===== config.mk =====
export PLATFORM = sky130hd
export DESIGN_NAME = msi_l1_cache_ctrl
export DESIGN_NICKNAME = d
export VERILOG_FILES = /design/src/rtl/msi_l1_cache_ctrl.sv
export SDC_FILE = /design/constraint.sdc
export NUM_CORES = 1
export LEC_CHECK = 0
export CELL_PAD_IN_SITES_DETAIL_PLACEMENT = 0
export CELL_PAD_IN_SITES_GLOBAL_PLACEMENT = 1
export CORE_ASPECT_RATIO = 1.1
export CORE_MARGIN = 4
export CORE_UTILIZATION = 38
export CTS_CLUSTER_DIAMETER = 200
export DETAILED_ROUTE_END_ITERATION = 16
export GPL_TIMING_DRIVEN = 1
export PLACE_DENSITY = 0.68
export SKIP_CTS_REPAIR_TIMING = 1
export SYNTH_ARGS = -nofsm -noshare
export SYNTH_HDL_FRONTEND = slang
export SYNTH_SLANG_ARGS = --single-unit

===== constraint.sdc =====
create_clock -name clk -period 3.8 [get_ports clk]
set_input_delay 0.76 -clock clk [delete_from_list [all_inputs] [get_ports clk]]
set_output_delay 0.76 -clock clk [all_outputs]
set_load 0.01 [all_outputs]

===== src/rtl/msi_l1_cache_ctrl.sv =====
// rtl/msi_l1_cache_ctrl.sv - direct-mapped write-back L1 data cache controller, MSI snooping
// One word per line; snoop updates are applied before the core-side lookup in the same cycle.
module msi_l1_cache_ctrl #(
  parameter int   NUM_LINES = 16,
  parameter int   ADDR_W    = 9,
  parameter int   DATA_W    = 32,
  parameter logic CORE_ID   = 1'b0
) (
  input  logic              clk,
  input  logic              rst_n,
  input  logic              core_req,
  input  logic              read,
  input  logic              write,
  input  logic [ADDR_W-1:0] address,
  input  logic [DATA_W-1:0] write_data,
  output logic [DATA_W-1:0] fetched_data,
  output logic              core_ready,
  output logic              bus_req,
  input  logic              bus_gnt,
  output logic [1:0]        bus_cmd,
  output logic [ADDR_W-1:0] bus_addr,
  output logic [DATA_W-1:0] bus_wdata,
  input  logic [DATA_W-1:0] bus_rdata,
  input  logic              bus_done,
  input  logic              snoop_valid,
  input  logic              snoop_src,
  input  logic [1:0]        snoop_cmd,
  input  logic [ADDR_W-1:0] snoop_addr,
  output logic              snoop_flush,
  output logic [DATA_W-1:0] snoop_data
);
  localparam int IDX_W = $clog2(NUM_LINES);
  localparam int TAG_W = ADDR_W - IDX_W;

  localparam logic [1:0] ST_I = 2'd0, ST_S = 2'd1, ST_M = 2'd2;
  localparam logic [1:0] CMD_NONE = 2'd0, CMD_RD = 2'd1, CMD_RDX = 2'd2, CMD_FLUSH = 2'd3;

  typedef enum logic [2:0] {IDLE, COMPARE, WB_REQ, WB_WAIT, FILL_REQ, FILL_WAIT, DONE} fsm_t;

  fsm_t              state_q;
  logic              wr_q;
  logic [ADDR_W-1:0] addr_q;
  logic [DATA_W-1:0] wdata_q;
  logic [TAG_W-1:0]  tag_q  [NUM_LINES];
  logic [DATA_W-1:0] data_q [NUM_LINES];
  logic [1:0]        st_q   [NUM_LINES];
  logic              core_ready_q, bus_req_q, snoop_flush_q;
  logic [1:0]        bus_cmd_q;
  logic [ADDR_W-1:0] bus_addr_q;
  logic [DATA_W-1:0] fetched_q, bus_wdata_q, snoop_data_q;

  logic [IDX_W-1:0]  req_idx, snp_idx;
  logic [TAG_W-1:0]  req_tag, snp_tag;
  logic              snp_hit, snp_flush_d, req_hit;
  logic [1:0]        snp_st_d, cur_st;

  always_comb begin
    req_idx     = addr_q[IDX_W-1:0];
    req_tag     = addr_q[ADDR_W-1:IDX_W];
    snp_idx     = snoop_addr[IDX_W-1:0];
    snp_tag     = snoop_addr[ADDR_W-1:IDX_W];
    snp_hit     = snoop_valid && (snoop_src != CORE_ID) &&
                  (tag_q[snp_idx] == snp_tag) && (st_q[snp_idx] != ST_I);
    snp_st_d    = st_q[snp_idx];
    snp_flush_d = 1'b0;
    if (snp_hit) begin
      if (snoop_cmd == CMD_RD && st_q[snp_idx] == ST_M) begin
        snp_st_d    = ST_S;
        snp_flush_d = 1'b1;
      end else if (snoop_cmd == CMD_RDX) begin
        snp_st_d    = ST_I;
        snp_flush_d = (st_q[snp_idx] == ST_M);
      end
    end
    // Lookup sees the line state as it will be after this cycle's snoop.
    cur_st  = (snp_hit && snp_idx == req_idx) ? snp_st_d : st_q[req_idx];
    req_hit = (tag_q[req_idx] == req_tag) && (cur_st != ST_I);
  end

  always_ff @(posedge clk or negedge rst_n) begin
    if (!rst_n) begin
      state_q       <= IDLE;
      wr_q          <= 1'b0;
      addr_q        <= '0;
      wdata_q       <= '0;
      core_ready_q  <= 1'b0;
      fetched_q     <= '0;
      bus_req_q     <= 1'b0;
      bus_cmd_q     <= CMD_NONE;
      bus_addr_q    <= '0;
      bus_wdata_q   <= '0;
      snoop_flush_q <= 1'b0;
      snoop_data_q  <= '0;
      for (int i = 0; i < NUM_LINES; i++) begin
        tag_q[i]  <= '0;
        data_q[i] <= '0;
        st_q[i]   <= ST_I;
      end
    end else begin
      snoop_flush_q <= snp_flush_d;
      snoop_data_q  <= snp_flush_d ? data_q[snp_idx] : '0;
      if (snp_hit) st_q[snp_idx] <= snp_st_d;

      case (state_q)
        IDLE: begin
          if (core_req && (read || write)) begin
            wr_q    <= write;
            addr_q  <= address;
            wdata_q <= write_data;
            state_q <= COMPARE;
          end
        end
        COMPARE: begin
          if (req_hit && (!wr_q || cur_st == ST_M)) begin
            if (wr_q) data_q[req_idx] <= wdata_q;
            else      fetched_q       <= data_q[req_idx];
            core_ready_q <= 1'b1;
            state_q      <= DONE;
          end else begin
            bus_req_q <= 1'b1;
            state_q   <= (!req_hit && cur_st == ST_M) ? WB_REQ : FILL_REQ;
          end
        end
        WB_REQ: begin
          // A peer may have taken the dirty victim while we waited for the bus.
          if (cur_st != ST_M) begin
            state_q <= FILL_REQ;
          end else if (bus_gnt) begin
            bus_cmd_q   <= CMD_FLUSH;
            bus_addr_q  <= {tag_q[req_idx], req_idx};
            bus_wdata_q <= data_q[req_idx];
            state_q     <= WB_WAIT;
          end
        end
        WB_WAIT: begin
          if (bus_done) begin
            st_q[req_idx] <= ST_I;
            bus_cmd_q     <= CMD_NONE;
            bus_addr_q    <= '0;
            bus_wdata_q   <= '0;
            state_q       <= FILL_REQ;
          end
        end
        FILL_REQ: begin
          if (bus_gnt) begin
            bus_cmd_q  <= wr_q ? CMD_RDX : CMD_RD;
            bus_addr_q <= addr_q;
            state_q    <= FILL_WAIT;
          end
        end
        FILL_WAIT: begin
          if (bus_done) begin
            tag_q[req_idx]  <= req_tag;
            data_q[req_idx] <= wr_q ? wdata_q : bus_rdata;
            st_q[req_idx]   <= wr_q ? ST_M : ST_S;
            if (!wr_q) fetched_q <= bus_rdata;
            bus_req_q    <= 1'b0;
            bus_cmd_q    <= CMD_NONE;
            bus_addr_q   <= '0;
            core_ready_q <= 1'b1;
            state_q      <= DONE;
          end
        end
        DONE: begin
          core_ready_q <= 1'b0;
          state_q      <= IDLE;
        end
        default: state_q <= IDLE;
      endcase
    end
  end

  assign fetched_data = fetched_q;
  assign core_ready   = core_ready_q;
  assign bus_req      = bus_req_q;
  assign bus_cmd      = bus_cmd_q;
  assign bus_addr     = bus_addr_q;
  assign bus_wdata    = bus_wdata_q;
  assign snoop_flush  = snoop_flush_q;
  assign snoop_data   = snoop_data_q;

endmodule


==> key figures, run 1 <==
Run status
  – Status: complete, but fails checks
  – Failing checks: setup timing

Floorplan
  – Initial Util: roughly 38%
  – Chip width: 338.1 um
  – Core area: 118,400 sq um
  – Row count: 132
  – Die Area: 125,400 sq um
  – I/O pin cnt: 203
  – Die Ht: 371.1 um

Synthesis
  – Syn Inst Count: 4,137
  – Post-synthesis net count: 4,230
  – Share of the synthesized area in the top cell type: 42.81%
  – Main flop type after synthesis: dfrtp_1
  – Synth Register Bits: 779
  – Sequential area share after synthesis: 42.81%
  – Mapped Area: 45,530 sq um
  – Yosys cell types: between 60 and 70
  – Leading area contributor after synthesis: dfrtp_1
  – Post-synth EDFFs: 0
  – Share of flip-flops with an asynchronous set or reset: 100.0%
  – Synthesized area per cell: 11.01 sq um
  – Most area-consuming cells after synthesis: dfrtp_1 43%, mux4_2 18%, a21oi_1 8.9%, nand2b_1 4.9%, mux2_2 4.8%
  – Synth warn: 0

GRT
  – Largest net degree at the start of global routing: 97
  – Vias in the first global route: around 38,000
  – First-pass GRT wire length: 269,600 um
  – Total GRT Usage: 29.40%
  – GR Overflow Total: 0
  – Antenna violations before repair: 4

Route
  – Router iterations before antenna repair: 6
  – Vias: 38,380
  – Final WL: approximately 190,000 um
  – Avg WL per Cell: roughly 31 um
  – DRT iter0 DRCs: 4,487
  – Remaining DRCs: 0
  – Antenna-violating nets left: 0
  – Vias per cell: between 6 and 7

Placed design
  – Area after DPL: 52,360 sq um
  – Detail Placement HPWL: 111,600 um
  – GP Congestion: ~0.86
  – Dpl ws: -237.7 ps
  – # port buffers: around 200
  – Dpl cells: 5,843

Timing
  – Tcrit/Tclk final: 101.1%
  – Min Tclk post-route: a little under 4000 ps
  – Achievable Freq: between 200 and 300 MHz
  – Worst Skew: 41.80 ps
  – Max-slew violation count: 0
  – Final Setup Violations: 74
  – Max-slew headroom: 28.00%
  – Final WS setup: -42.89 ps
  – Actual slew at the worst max-slew pin: 1080 ps
  – RSZ-0062 raised after global routing: yes
  – Final count of hold timing violations: 0
  – Final hold slack: approximately 60 ps

Setup path
  – Crit end category: register
  – Worst R2R Start: addr_q[0]$_DFFE_PN0P_
  – Critical R2R Capture: data_q[461]$_DFFE_PN0P_
  – R2R cell count: 15
  – Worst Path Max Fanout: 13
  – R2r setup slk: -40 ps
  – WS Path Type: reg2reg
  – CP Launch Type: register
  – CP arrival: ~4400 ps
  – CP required: 4350 ps

Cells and area
  – Area growth from synthesis to layout: 24.41%
  – Commonest non-fill, non-tap cells in the layout: 777 x a21oi_1, 775 x dfrtp_1, 371 x mux4_2
  – Share of layout cells above drive strength 1: 31.45%
  – FILL cells: 10,680
  – Nets: 4,535
  – Leading cell type in the layout, fill and taps excluded: a21oi_1
  – Final non-filler cell area: roughly 57,000 sq um
  – Layout Cells excl Fill: 6,063

Power and ir drop
  – Clock group share of total power: 19.4%
  – Design Power: 0.04875 W
  – Seq pwr share: 29.4%
  – P_leak: approximately 24 nW
  – Max VDD drop: around 0.43 mV
  – Gate power share: 51.3%
  – PwrDens: 860.6 nW/um^2
  – Sw Share: 39.56%
  – Switching power: 0.01929 W
  – Power Internal: 0.02947 W

Clocking
  – Clk buf depth: 3
  – CTS buffer count: between 90 and 100
  – Clock transition at path regs: 60 ps
  – CTS tree: built
  – CTS root buf: clkbuf_16
  – H-tree lvl count: 3
  – Worst skew pair latency: 730 ps
  – CTS sink cnt: 779

Flow run
  – Max_cap viols: 0

Worst hold path
  – HP Class: in2async
-- routing by layer --
metal / global-route usage, % / vias up / part of all wire [%]
li1: - / 15870 / -
met1: 40.46 / 19590 / 39
met2: 45.04 / 2394 / 45
met3: 6.677 / 528 / 11
met4: 12.02 / 0 / 5.0
met5: 0 / - / 0
-- final cells by class --
cell class	instances	area, sq um	area share [%]
antenna	3	7.507	0.01325
clock buffer	136	2740	4.837
clock inverter	36	427.9	0.7554
inverter	39	146.4	0.2584
multi-input combinational	2894	24460	43.18
sequential	779	19510	34.44
tap	1541	1928	3.404
timing repair buffer	635	7431	13.12
-- cells in the mapped netlist (2+ instances only) --
cell type / instances
a211oi_1: 2
a21o_1: 5
a21oi_1: 808
a221oi_1: 2
a22o_1: 7
a22oi_1: 9
a31oi_1: 224
and2_1: 7
and3_1: 6
and3b_1: 2
buf_1: 48
buf_2: 83
buf_4: 51
clkbuf_1: 242
dfrtp_1: 779
inv_1: 39
mux2_1: 30
mux2_2: 195
mux2i_1: 128
mux4_2: 371
nand2_1: 98
nand2b_1: 360
nand3_1: 24
nand3b_1: 5
nand4_1: 7
nand4b_1: 4
nor2_1: 267
nor2b_1: 43
nor3_1: 24
nor3_2: 14
nor3b_1: 3
nor4bb_1: 2
o2111ai_1: 2
o211ai_1: 4
o21ai_0: 21
o21ai_1: 2
o221ai_1: 2
o22ai_1: 15
o2bb2ai_1: 4
or2_2: 162
or4_1: 2
xnor2_1: 12
xor2_1: 2
-- cell families after synthesis --
family          after synthesis  share of synthesized area (%)
xor+xnor                     14                         0.2693
compound gates             1118                          13.33
mux                         724                          26.73
buf+inv                     464                          4.490
flops                       779                          42.81
simple gates               1038                          12.37
-- through the flow --
step / util, % / TNS [ps]
after floorplan: - / 0
after global placement: 44.21 / -56420
after detailed placement: 44.21 / -72710
after CTS: 46.89 / -42270
after global routing: 47.83 / -34580
final: 47.84 / -944.0
-- registers in the layout, indices dropped and copies added (netlist names) --
signal and count:
data_q 512, st_q 32, bus_addr 9, bus_req 1, bus_cmd 2, core_ready 1, fetched_data 32, bus_wdata 32
tag_q 80, snoop_flush 1, wr_q 1, wdata_q 32, addr_q 9, state_q 3, snoop_data 32
-- critical path: stages, from the launching register on --
cell and delay (ps):
dfrtp_4 490, buf_12 150, buf_12 130, mux4_2 420
nor4bb_1 160, a2111o_1 360, a2111oi_2 330, buf_4 170
and3_4 220, nand4_4 160, o21ai_1 170, buf_4 140
and2_4 210, buf_12 210, buf_4 250, a31oi_1 110
-- how the worst max path moves through the flow --
stage | to | slack, ps | start | depth (start not counted)
5_1_grt | data_q[104]$_DFFE_PN0P_ | -150 | addr_q[0]$_DFFE_PN0P_ | 15
3_5_place_dp | snoop_data[2]$_DFF_PN0_ | -240 | snoop_addr[3] | 13
2_1_floorplan | fetched_data[10]$_DFFE_PN0P_ | 7 | snoop_addr[2] | 11
3_3_place_gp | snoop_data[2]$_DFF_PN0_ | -270 | snoop_addr[3] | 13
4_1_cts | data_q[429]$_DFFE_PN0P_ | -200 | addr_q[0]$_DFFE_PN0P_ | 14
6_report | data_q[461]$_DFFE_PN0P_ | -40 | addr_q[0]$_DFFE_PN0P_ | 15
-- power by group through the flow --
stage,sequential (W),clock (W),combinational (W)
detailed placement,0.0144,0,0.0241
floorplan,0.0135,0,0.0158
global route,0.0148,0.00992,0.0265
CTS,0.0143,0.00959,0.0242
finish,0.0143,0.00944,0.0250
global placement,0.0142,0,0.0239
Note: power is estimated with default switching activity, not from simulation.
==> run 2: changes to the inputs <==
- CORE_ASPECT_RATIO: 1.1 -> 0.9
- CORE_UTILIZATION: 38 -> 30
- PLACE_DENSITY: 0.68 -> 0.54
==> run 2 against run 1 <==
Against the previous run:
- the run still ends with setup timing left
- sequential power barely moved
- non-clock buffer count rose by 4
- hold slack got worse by 28 ps
- final cell count rose by 7.5%
- clock-buffer cell count rose by 12
- wire length rose by 6.6%
- combinational power rose by 4%
- setup slack got worse by 180 ps
- cell area rose by 0.61%
- register-to-register slack got worse by 180 ps
- critical endpoint is now data_q[354]$_DFFE_PN0P_
==> key figures, run 2 (synthesized netlist as in run 1, its figures left out) <==
Floorplan
  – Core area: 150,700 sq um (+27%)
  – Initial Util: 30.22% (-8.2 points)
  – Row count: 135 (+2.3%)
  – I/O pin cnt: 203 (unchanged)
  – Die Area: 158,100 sq um (+26%)
  – Die Ht: 377.6 um (+1.8%)
  – Chip width: 418.7 um (+24%)

Setup path
  – Crit end category: register
  – Worst Path Max Fanout: 29 (+16)
  – WS Path Type: reg2reg
  – CP Launch Type: register
  – CP Launch Point: addr_q[0]$_DFFE_PN0P_
  – CP required: 4370 ps (+20 ps)
  – CP arrival: 4600 ps (+210 ps)
  – Worst R2R Start: addr_q[0]$_DFFE_PN0P_

Route
  – Remaining DRCs: 0 (unchanged)
  – Router iterations before antenna repair: 7 (+1)
  – Antenna-violating nets left: 0 (unchanged)
  – Avg WL per Cell: 31.17 um (-0.90%)
  – DRT iter0 DRCs: 3,947 (-12%)
  – Vias per cell: 5.787 (-8.6%)
  – Final WL: 203,200 um (+6.6%)
  – Vias: 37,730 (-1.7%)

Timing
  – Worst Skew: 37.27 ps (-4.530 ps)
  – Actual slew at the worst max-slew pin: 1189 ps (+109.1 ps)
  – Final count of hold timing violations: 0 (unchanged)
  – Max-slew headroom: 18.46% (-9.5 points)
  – Fin Setup TNS: -64,520 ps (-63,580 ps)
  – RSZ-0062 raised after global routing: yes
  – Min Tclk post-route: 4023 ps (+179.8 ps)
  – Final WS setup: -222.7 ps (-179.8 ps)
  – Achievable Freq: 248.6 MHz (-4.5%)
  – Final Setup Violations: 521 (+600%)
  – Tcrit/Tclk final: 105.9% (+4.7 points)
  – Max-slew violation count: 0 (unchanged)

Cells and area
  – Nets: 4,544 (+0.20%)
  – Final non-filler cell area: 56,990 sq um (+0.61%)
  – Max reg flops: 512 (unchanged)
  – Inserted Diodes: 0 (-3)
  – Top reg by flops: data_q
  – Multi-input logic area: 24,500 sq um (+0.18%)
  – Leading cell type in the layout, fill and taps excluded: a21oi_1
  – Area growth from synthesis to layout: 25.17%
  – Commonest non-fill, non-tap cells in the layout: 806 x a21oi_1, 775 x dfrtp_1, 371 x mux4_2
  – Reg area: 19,510 sq um (unchanged)
  – Fin util: 37.83% (-10 points)
  – FILL cells: 14,760 (+38%)
  – Top flop regs: data_q (512), tag_q (80)
  – Share of layout cells above drive strength 1: 31.14% (-0.30 points)
  – Layout Cells excl Fill: 6,520 (+7.5%)

GRT
  – Vias in the first global route: 37,830 (+0.15%)
  – Largest net degree at the start of global routing: 112 (+15%)
  – First-pass GRT wire length: 288,800 um (+7.1%)
  – Total GRT Usage: 25.14% (-4.3 points)
  – GR Overflow Total: 0 (unchanged)
  – Antenna violations before repair: 13 (+9)

Clocking
  – CTS sink cnt: 779 (unchanged)
  – CTS tree: built
  – Clock transition at path regs: 60 ps (about the same)
  – CTS root buf: clkbuf_16
  – Clk buf depth: 3 (unchanged)
  – CTS buffer count: 98 (+5.4%)
  – H-tree lvl count: 3 (unchanged)
  – Worst skew pair latency: 740 ps (about the same)

Placed design
  – Area after DPL: 52,810 sq um (+0.86%)
  – Dpl cells: 6,309 (+8.0%)
  – # port buffers: 202 (unchanged)
  – GP Congestion: 0.8223 (-4.9%)
  – Detail Placement HPWL: 124,200 um (+11%)

Power and ir drop
  – Max VDD drop: 0.4930 mV (+15%)
  – PwrDens: 880.9 nW/um^2 (+2.4%)
  – Design Power: 0.05020 W (+3.0%)
  – P_leak: 23.56 nW (-0.35%)

Run status
  – Failing checks: setup timing
  – Status: complete, but fails checks

Flow run
  – Max_cap viols: 0 (unchanged)

Worst hold path
  – HP Class: in2async
## run 2: cell types whose count changed in the layout (fill, tap and decap cells not counted), moves of 2 or more
cell	delta
buf_6	-16
buf_4	+46
a31oi_1	-9
clkinvlp_4	+2
clkinv_8	-2
clkinv_2	-4
diode_2	-3
a21oi_2	-27
buf_16	-6
a21oi_1	+29
clkbuf_1	+6
a31oi_4	+10
buf_12	-16
a21oi_4	-2
## run 2: final timing paths
kind	end	slack (ps)	cells after the start
setup / recovery	data_q[354]$_DFFE_PN0P_	-220	15
hold reg to reg	fetched_data[2]$_DFFE_PN0P_	490	1
min in group clk	fetched_data[2]$_DFFE_PN0P_	490	1
max in group asynchronous	snoop_data[14]$_DFF_PN0_	2640	3
setup reg to reg	data_q[354]$_DFFE_PN0P_	-220	15
hold / removal	bus_wdata[22]$_DFFE_PN0P_	30	1
## run 2: power breakdown
part / leakage, nW / internal (W) / switching [W]
clock: 1.64 / 0.00577 / 0.00411
sequential: 9.39 / 0.0117 / 0.00271
combinational: 12.5 / 0.0126 / 0.0132
## run 2: layer usage
layer / global-route usage (%) / wire length [um] / vias up
met4: 7.509 / 6980 / 2
li1: - / - / 15870
met5: 0 / 13 / -
met2: 38.82 / 91040 / 1762
met3: 4.145 / 15770 / 380
met1: 36.26 / 89390 / 19710
## run 2: metrics by stage
| step | hold slack [ps] | setup slack [ps] |
|---|---|---|
| after detailed placement | 480.8 | -541.7 |
| final | 32.18 | -222.7 |
| after global placement | 474.2 | -545.4 |
| after CTS | 33.21 | -435.1 |
| after floorplan | 464.4 | 7.162 |
| after global routing | 49.45 | -338.8 |
## run 2: critical path, stage by stage (launching register included)
cell and delay (ps):
dfrtp_4 510, buf_12 150, mux4_2 500, mux4_2 550
xor2_2 190, a2111oi_4 280, buf_4 170, and3_4 160
buf_6 130, nand4_4 120, o21ai_2 150, buf_6 140
and2_4 270, buf_12 220, buf_16 210, a31oi_1 110
## run 2: area by class of cell
class / instances / share of cell area (%)
Sequential cell: 779 / 34.23
Inverter: 39 / 0.2568
Timing Repair Buffer: 639 / 12.28
Clock buffer: 148 / 5.091
Tap cell: 1986 / 4.360
Clock inverter: 35 / 0.7881
Multi-Input combinational cell: 2894 / 42.99
